**config.mk**
```make
export PLATFORM = sky130hd
export DESIGN_NAME = forward_neuron_core
export DESIGN_NICKNAME = d
export VERILOG_FILES = /design/src/rtl/forward_neuron_core.sv
export SDC_FILE = /design/constraint.sdc
export NUM_CORES = 1
export LEC_CHECK = 0
export CORE_AREA = 3 3 203 205
export CTS_BUF_LIST = sky130_fd_sc_hd__clkbuf_16
export DETAILED_ROUTE_END_ITERATION = 8
export DIE_AREA = 0 0 206 208
export GPL_TIMING_DRIVEN = 1
export PLACE_DENSITY_LB_ADDON = 0.08
export REMOVE_ABC_BUFFERS = 1
export SYNTH_ARGS = -nofsm -noshare
export SYNTH_HDL_FRONTEND = slang
export SYNTH_SLANG_ARGS = --single-unit
```
**constraint.sdc**
```tcl
create_clock -name clk -period 6.2 [get_ports clk]
set_input_delay 1.24 -clock clk [delete_from_list [all_inputs] [get_ports clk]]
set_output_delay 1.24 -clock clk [all_outputs]
set_load 0.1 [all_outputs]
```
**src/rtl/forward_neuron_core.sv**
```systemverilog
// Forward-pass neuron: serial MAC of N_INPUTS act*weight pairs plus bias, floor-rescale with
// saturation, then a piecewise-linear sigmoid. Results hold on a valid/ready output.
module forward_neuron_core #(
    parameter int unsigned WIDTH     = 16,
    parameter int unsigned FRAC_BITS = 8,
    parameter int unsigned N_INPUTS  = 8
) (
    input  logic                    clk,
    input  logic                    rst_n,
    input  logic                    start,
    input  logic signed [WIDTH-1:0] bias,
    input  logic                    in_valid,
    output logic                    in_ready,
    input  logic signed [WIDTH-1:0] in_act,
    input  logic signed [WIDTH-1:0] in_weight,
    output logic                    out_valid,
    input  logic                    out_ready,
    output logic        [WIDTH-1:0] sum_out,
    output logic        [WIDTH-1:0] act_out,
    output logic                    busy
);

    localparam int unsigned ACC_W = 2 * WIDTH + $clog2(N_INPUTS) + 2;
    localparam int unsigned CNT_W = (N_INPUTS > 1) ? $clog2(N_INPUTS) : 1;
    localparam logic [CNT_W-1:0] LastCnt = CNT_W'(N_INPUTS - 1);

    localparam logic signed [ACC_W-1:0] SatMax = {{(ACC_W - WIDTH + 1){1'b0}}, {(WIDTH - 1){1'b1}}};
    localparam logic signed [ACC_W-1:0] SatMin = ~SatMax;
    localparam logic [WIDTH-1:0] MinVal = {1'b1, {(WIDTH - 1){1'b0}}};
    localparam logic [WIDTH-1:0] MaxVal = ~MinVal;

    // Sigmoid breakpoints and offsets, truncated to FRAC_BITS.
    localparam logic [WIDTH-1:0] One    = WIDTH'(1) << FRAC_BITS;
    localparam logic [WIDTH-1:0] Five   = WIDTH'(5) << FRAC_BITS;
    localparam logic [WIDTH-1:0] BrkHi  = (WIDTH'(19) << FRAC_BITS) >> 3;
    localparam logic [WIDTH-1:0] OffHi  = (WIDTH'(27) << FRAC_BITS) >> 5;
    localparam logic [WIDTH-1:0] OffMid = (WIDTH'(5) << FRAC_BITS) >> 3;
    localparam logic [WIDTH-1:0] OffLo  = One >> 1;

    typedef enum logic [1:0] {StIdle, StAccum, StActivate, StOutput} state_e;

    state_e                   state_q, state_d;
    logic signed [ACC_W-1:0]  acc_q, acc_d;
    logic        [CNT_W-1:0]  cnt_q, cnt_d;
    logic        [WIDTH-1:0]  sum_q, sum_d;
    logic        [WIDTH-1:0]  act_q, act_d;

    logic signed [2*WIDTH-1:0] prod;
    logic signed [ACC_W-1:0]   z_full;
    logic        [WIDTH-1:0]   z_sat;
    logic        [WIDTH-1:0]   mag;
    logic        [WIDTH-1:0]   y;
    logic        [WIDTH-1:0]   act_val;

    assign prod = in_act * in_weight;

    always_comb begin
        z_full = acc_q >>> FRAC_BITS;
        if (z_full > SatMax) begin
            z_sat = MaxVal;
        end else if (z_full < SatMin) begin
            z_sat = MinVal;
        end else begin
            z_sat = z_full[WIDTH-1:0];
        end

        mag = z_sat[WIDTH-1] ? (~z_sat + 1'b1) : z_sat;
        // |MinVal| does not fit; it lands in the saturated region explicitly.
        if (z_sat == MinVal || mag >= Five) begin
            y = One;
        end else if (mag >= BrkHi) begin
            y = (mag >> 5) + OffHi;
        end else if (mag >= One) begin
            y = (mag >> 3) + OffMid;
        end else begin
            y = (mag >> 2) + OffLo;
        end
        act_val = z_sat[WIDTH-1] ? (One - y) : y;
    end

    always_comb begin
        state_d = state_q;
        acc_d   = acc_q;
        cnt_d   = cnt_q;
        sum_d   = sum_q;
        act_d   = act_q;
        unique case (state_q)
            StIdle: begin
                if (start) begin
                    acc_d   = ACC_W'(bias) <<< FRAC_BITS;
                    cnt_d   = '0;
                    state_d = StAccum;
                end
            end
            StAccum: begin
                if (in_valid) begin
                    acc_d = acc_q + ACC_W'(prod);
                    cnt_d = cnt_q + 1'b1;
                    if (cnt_q == LastCnt) begin
                        state_d = StActivate;
                    end
                end
            end
            StActivate: begin
                sum_d   = z_sat;
                act_d   = act_val;
                state_d = StOutput;
            end
            StOutput: begin
                if (out_ready) begin
                    state_d = StIdle;
                end
            end
            default: state_d = StIdle;
        endcase
    end

    always_ff @(posedge clk or negedge rst_n) begin
        if (!rst_n) begin
            state_q <= StIdle;
            acc_q   <= '0;
            cnt_q   <= '0;
            sum_q   <= '0;
            act_q   <= '0;
        end else begin
            state_q <= state_d;
            acc_q   <= acc_d;
            cnt_q   <= cnt_d;
            sum_q   <= sum_d;
            act_q   <= act_d;
        end
    end

    assign in_ready  = (state_q == StAccum);
    assign out_valid = (state_q == StOutput);
    assign busy      = (state_q != StIdle);
    assign sum_out   = sum_q;
    assign act_out   = act_q;

endmodule

```
### Word-level counts from Yosys, hierarchy flattened

Index checks and enable logic that the tools add are counted.

| operators by class | value |
|---|---|
| add/subtract/negate cells | 7 |
| multipliers | 1 |
| magnitude comparators | 5 |
| equal/unequal tests | 9 |
| muxes and demuxes | 18 |
| bitwise gates (word level) | 1 |
| reduce and logical (&&, ||, !) cells | 6 |

Operator list:

| operator | number |
|---|---|
| 16-bit two-way mux | 6 |
| 37-bit two-way mux | 2 |
| 37-bit one-hot mux with 2 select lines | 1 |
| 37-bit by 32-bit adder with 37-bit output | 1 |
| 16-bit by 16-bit multiplier with 32-bit output | 1 |
| 29-bit by 16-bit > comparator with 1-bit output, second input constant | 1 |
| 29-bit by 16-bit < comparator with 1-bit output, second input constant | 1 |
| 16-bit by 1-bit adder with 16-bit output, second input constant | 1 |
| 16-bit equality test, second input constant | 1 |
| 16-bit by 10-bit greater-or-equal comparator with 1-bit output, second input constant | 1 |
| 16-bit by 11-bit greater-or-equal comparator with 1-bit output, second input constant | 1 |
| 16-bit by 9-bit greater-or-equal comparator with 1-bit output, second input constant | 1 |
| 16-bit inverter | 1 |
| 9-bit by 16-bit subtractor with 16-bit output, first input constant | 1 |
| 14-bit by 8-bit adder with 15-bit output, second input constant | 1 |
| 15-bit two-way mux | 1 |
| 13-bit by 8-bit adder with 14-bit output, second input constant | 1 |
| 11-bit by 8-bit adder with 12-bit output, second input constant | 1 |
| 2-bit two-way mux | 4 |
| 2-bit one-hot mux with 4 select lines | 1 |
| 3-bit two-way mux | 2 |
| 3-bit one-hot mux with 2 select lines | 1 |
| 2-bit equality test, second input constant | 2 |
| 2-bit by 1-bit != test with 1-bit output, second input constant | 2 |
| 9 further kinds | 11 |

| word-level totals | value |
|---|---|
| register bits | 74 |
| output and inout port bits | 35 |
| word-level logic and storage cells | 52 |

### Logic depth before layout (Yosys ltp)

Gate-level depths: netlist of the first run.

| logic depth | value |
|---|---|
| word-level depth | 12 |
| mapped depth | 25 |

### Worst setup path before layout of the first run

Ideal clock, no wire load.

| path | value |
|---|---|
| kind | input to register |
| start point | in in_act[15] |
| end point | reg acc_q[32] |
| setup time | 121 ps |
| arrival time | 7260 ps |
| slack | -1181 ps |
| stages | 22 |
| path through | clkbuf_1 > nand2_1 > inv_1 > fa_1 > fa_1 > fa_1 > fa_1 > fa_1 > inv_1 > fa_1 > inv_1 > ha_1 > or2_2 > a21oi_1 > a211oi_1 > a211oi_1 > o21ai_0 > a31oi_1 > o21bai_1 > mux2i_1 > o21ai_0 > nand2_1 |

| on the way | value |
|---|---|
| longest elaborated chain between the ends | 4 |

RTL lines:

| item | line | text |
|---|---|---|
| start: declaration | 14 | `input logic signed [WIDTH-1:0] in_act,` |
| 16-bit by 16-bit multiplier with 32-bit output | 55 | `assign prod = in_act * in_weight;` |
| 37-bit by 32-bit adder with 37-bit output | 97 | `acc_d = acc_q + ACC_W'(prod);` |
| 37-bit two-way mux | 96 | `if (in_valid) begin` |
| 37-bit one-hot mux with 2 select lines | 87 | `unique case (state_q)` |
| end signal: assignment | 121 | `acc_q <= '0;` |
| end signal: assignment | 127 | `acc_q <= acc_d;` |
| end: declaration | 43 | `logic signed [ACC_W-1:0] acc_q, acc_d;` |

Every way passes these cells. The select of a mux whose other input is x is not followed.
A chain may end at the register's enable or synchronous reset.

### Worst setup path after layout of the first run

| path | value |
|---|---|
| start point | in in_weight[2] |
| end point | reg acc_q[36] |

| on the way | value |
|---|---|
| longest elaborated chain between the ends | 4 |

RTL lines:

| item | line | text |
|---|---|---|
| start: declaration | 15 | `input logic signed [WIDTH-1:0] in_weight,` |
| 16-bit by 16-bit multiplier with 32-bit output | 55 |  |
| 37-bit by 32-bit adder with 37-bit output | 97 |  |
| 37-bit two-way mux | 96 |  |
| 37-bit one-hot mux with 2 select lines | 87 |  |

Every way passes these cells. The select of a mux whose other input is x is not followed.

==> results of run 1 <==
[cells by family (layout without fill, tap and decap cells)]
kind of cell / after synthesis / in the layout / share of synthesized area
AO/OA/AOI/OAI: 287 / 287 / 0.1218
XOR/XNOR: 38 / 38 / 0.02102
adder cells (fa/ha/maj): 436 / 436 / 0.4954
buffers and inverters: 434 / 756 / 0.1033
flip-flops: 74 / 74 / 0.1170
multiplexers: 10 / 10 / 0.006639
AND/OR/NAND/NOR: 428 / 428 / 0.1349
[final timing paths]
path | from | to | slack (ns) | cells past startpoint
setup / recovery | in_weight[2] | acc_q[36] | -0.50 | 24
hold / removal | act_out[8] | act_out[8] | 0.48 | 1
setup reg to reg | acc_q[23] | act_out[6] | 0.50 | 17
hold reg to reg | act_out[8] | act_out[8] | 0.48 | 1
max in group asynchronous | rst_n | acc_q[21] | 4.45 | 1
min in group asynchronous | rst_n | acc_q[1] | 1.04 | 1
[metrics by stage]
stage / hold WS, ns / instance area (um2)
finish: 0.4769 / 20950
global route: 0.5111 / 20950
global placement: 0.4686 / 18770
detailed placement: 0.4721 / 18770
CTS: 0.4862 / 20580
floorplan: 0.4551 / 15570
[flip-flops by register name, summed over array words and instances, names as in the netlist]
register / count
cnt_q: 3
act_out: 16
state_q: 2
acc_q: 37
sum_out: 16
[layer usage]
layer  part of all wire  global-route usage  wire (um)  vias to the layer above
met4              0.014             0.03769        646                        0
met1               0.44              0.3096      19930                     6458
li1                   -                   -          -                     5985
met2               0.51              0.3854      23240                      224
met3              0.030             0.01596       1332                       36
met5                  0                   0          0                        -
[what timing repair did]
action,4_1_cts,5_1_grt
buffers inserted,66,23
setup endpoints to repair,27,26
resized for setup,414,71
pin swaps,201,86
cloned,5,0
[Yosys cell counts (13+ instances only)]
master / number
a21o_1: 32
a21oi_1: 98
and2_1: 118
clkbuf_1: 61
dfrtp_1: 74
fa_1: 318
ha_1: 118
inv_1: 365
nand2_1: 169
nor2_1: 58
o21ai_0: 42
xnor2_1: 25
xor2_1: 13
[area by class of cell]
cell class,count,share of cell area
inverter,366,0.06568
timing repair buffer,375,0.1677
clock buffer,9,0.01075
tap,525,0.03135
multi-input combinational,1199,0.6318
sequential,74,0.08837
clock inverter,6,0.004299
==> results.toml, run 1 <==
[route]
wire_per_inst_um = 17.68
wl_mm = 45.15
vias = 12700
drcViolationCount = 0
viasPerCell = 4.974
drtIter0Drc = 585
dr.pass1.iters = 4
ant_nets = 0

[sta]
hold_viol = 0
skew_ns = 0.008239
setup_slack_ns = -0.4992
slew_headroom = 0.3142
min_period_ns = 6.699
finalSetupViolations = 19
finalMaxSlewViolations = 0
tns_ns = -6.520
tightest_slew_ns = 1.029
period_share = 1.081
fmax_mhz = 149.3
grt_setup_unrepaired = "yes"

[clocking]
clock_sinks = 74
holdBufCountCts = 0
cts_buffers = 9
cts_tree = "built"
cts-root-buf = "clkbuf_16"
cts_max_level = 3
clk_pin_slew_ns = 0.07
clk_path_buf_depth = 2
insertion_delay_ns = 0.34

[critical_path]
end_kind = "flop"
cp-start-kind = "input pin"
cp_num_buf_inv = 9
cp.arrival_ns = 6.91
crit_family = "adder cells"
crit_required_ns = 6.41
critical_path.most_common_cell = "fa_1"
slowest_delay_ns = 0.65
cp_max_fo = 7
cp_slowest_cell = "fa_2"
setup.worst_path.class = "in2reg"
path_cells = "buf_12 -> buf_8 -> buf_6 -> nand2_4 -> inv_2 -> fa_2 -> fa_1 -> buf_6 -> buf_4 -> fa_2 -> buf_4 -> fa_1 -> fa_1 -> inv_1 -> fa_1 -> inv_1 -> ha_1 -> a21o_1 -> a21o_1 -> a21oi_2 -> o211ai_1 -> a31oi_1 -> xnor2_1 -> a21oi_1"

[floorplanning]
start_util = 0.3994
rows = 73
core_region_area_um2 = 39640
ios = 88
fp.dieArea_um2 = 42850
die_w_um = 206
die_h_um = 208

[synth]
synth-edff-count = 0
ys_ff_latch = 74
synth.distinct_cells = 81
synth_area_um2 = 15830
syn_avg_cell_area_um2 = 9.274
async_flop_share = 1.000
yosys-top-cells-area = "fa_1, dfrtp_1, ha_1"
yosysWarnings = 0
yosys.area.top_type = "fa_1"
synth_top_area_frac = 0.4021
synth-main-ff-cell = "dfrtp_1"
synthCells = 1707
ys_seq_area_frac = 0.1170

[global_routing]
track_usage = 0.2219
gr-total-overflow = 0
grt_pass1_wl_mm = 75.37
grt_pass1_vias = 14120
grt_max_degree = 75
grt_antenna_before_repair = 0

[flow_run]
drv_cap = 0

[placed_design]
hpwlAfterDp_mm = 36.41
io_buffers = 87
dp_cells = 2457
gp_congestion = 0.8749
dpl_worst_slack_ns = -1.798

[final_layout]
nets = 2514
area_delta_synth_final_pct = 32.36
final_cell_mix = "inv_1, fa_1, buf_4"
diodes = 0
final_util = 0.5286
fillers = 3697
layout_commonest_cell = "inv_1"
drive_gt1_frac = 0.2819
multi_input_area_um2 = 13240
seq_area_um2 = 1852
layout.cells.non_filler = 2554

[run_status]
outcome = "finished with violations"
violations = "negative setup slack"

[worst_hold_path]
min_path_type = "reg2reg"
Power of run 1 is not shown: default switching activity piles up to over one toggle a cycle in this logic, so the estimate is an artifact.
==> run 2, diff against run 1 <==
Settings changed: HOLD_SLACK_MARGIN set to 0.12, SKIP_LAST_GASP set to 1.
==> results.toml, run 2 (synthesis results as in run 1) <==
[run_status]
outcome = "finished with violations"
violations = "negative setup slack"

[final_layout]
area_delta_synth_final_pct = 32.74
multi_input_area_um2 = 13230
final_cell_mix = "inv_1, fa_1, buf_4"
fillers = 3692
top_register = "acc_q"
final_util = 0.5301
layout.cells.non_filler = 2556
layout_commonest_cell = "inv_1"
seq_area_um2 = 1852
drive_gt1_frac = 0.2816
diodes = 0
postLayoutCellArea_um2 = 21010
nets = 2516
largest_reg_flops = 37

[clocking]
clk_path_buf_depth = 2
cts_max_level = 3
cts-root-buf = "clkbuf_16"
clk_pin_slew_ns = 0.07
clock_sinks = 74
cts_tree = "built"
insertion_delay_ns = 0.34
cts_buffers = 9

[route]
drtIter0Drc = 527
dr.pass1.iters = 5
drcViolationCount = 0
wl_mm = 45.31
vias = 12740
ant_nets = 0
viasPerCell = 4.984
wire_per_inst_um = 17.73

[critical_path]
cp_num_buf_inv = 9
cp.arrival_ns = 6.91
path_cells = "buf_12 -> buf_8 -> buf_6 -> nand2_4 -> inv_2 -> fa_2 -> fa_2 -> buf_8 -> buf_4 -> fa_2 -> buf_4 -> fa_1 -> fa_1 -> inv_1 -> fa_1 -> inv_1 -> ha_1 -> a21o_1 -> a21o_1 -> a21oi_2 -> o211ai_1 -> a31oi_1 -> xnor2_1 -> a21oi_1"
cp_slowest_cell = "fa_2"
cp_max_fo = 7
slowest_delay_ns = 0.68
setup.worst_path.class = "in2reg"
crit_family = "adder cells"
end_kind = "flop"
cp-start-kind = "input pin"
crit_required_ns = 6.41

[sta]
setup_slack_ns = -0.4997
hold_viol = 0
period_share = 1.081
finalSetupViolations = 19
fmax_mhz = 149.3
finalMaxSlewViolations = 0
skew_ns = 0.009392
grt_setup_unrepaired = "yes"
slew_headroom = 0.3141
tightest_slew_ns = 1.029
min_period_ns = 6.700

[floorplanning]
fp.dieArea_um2 = 42850
core_region_area_um2 = 39640
rows = 73
die_w_um = 206
die_h_um = 208
ios = 88
start_util = 0.3994

[global_routing]
grt_pass1_wl_mm = 75.33
grt_max_degree = 75
track_usage = 0.2217
grt_pass1_vias = 14120
gr-total-overflow = 0
grt_antenna_before_repair = 0

[placed_design]
dpl_worst_slack_ns = -1.798
dp_cells = 2457
dpl-instance-area_um2 = 18770
gp_congestion = 0.8749
hpwlAfterDp_mm = 36.41
io_buffers = 87

[flow_run]
drv_cap = 0

[worst_hold_path]
min_path_type = "reg2reg"
run 2: final cells by class:
| type | instances | share of cell area |
|---|---|---|
| Sequential cell | 74 | 0.08812 |
| Multi-Input combinational cell | 1199 | 0.6298 |
| Clock buffer | 9 | 0.01072 |
| Timing Repair Buffer | 377 | 0.1703 |
| Clock inverter | 6 | 0.004287 |
| Inverter | 366 | 0.06550 |
| Tap cell | 525 | 0.03126 |
run 2: timing repair:
action,in CTS,in global routing
endpoints found under the setup margin,27,26
hold buffers,0,0
gates cloned,5,1
gates resized for setup,407,81
buffers inserted,66,23
pin swaps,201,94
run 2: metal layers:
layer	routed length, um	vias up	global-route usage
met2	23240	224	0.3853
met4	649	0	0.03769
met3	1438	38	0.01596
met5	0	-	0
li1	-	5992	-
met1	19980	6485	0.3092
run 2: path summary, 6_finish.rpt:
| check | startpoint | to | slack (ns) | cells past startpoint |
|---|---|---|---|---|
| min in group asynchronous | rst_n | acc_q[1] | 1.04 | 1 |
| max in group asynchronous | rst_n | acc_q[21] | 4.45 | 1 |
| max | in_weight[2] | acc_q[36] | -0.50 | 24 |
| min | act_out[8] | act_out[8] | 0.48 | 1 |
| min reg2reg | act_out[8] | act_out[8] | 0.48 | 1 |
| max reg2reg | acc_q[23] | act_out[6] | 0.53 | 17 |
run 2: through the flow:
step | TNS [ns] | hold slack (ns)
finish | -6.864 | 0.4767
global route | -10.91 | 0.5111
CTS | -5.752 | 0.4862
detailed placement | -37.64 | 0.4721
global placement | -38.01 | 0.4686
floorplan | -10.05 | 0.4551
Power of run 2 is left out for the same reason.
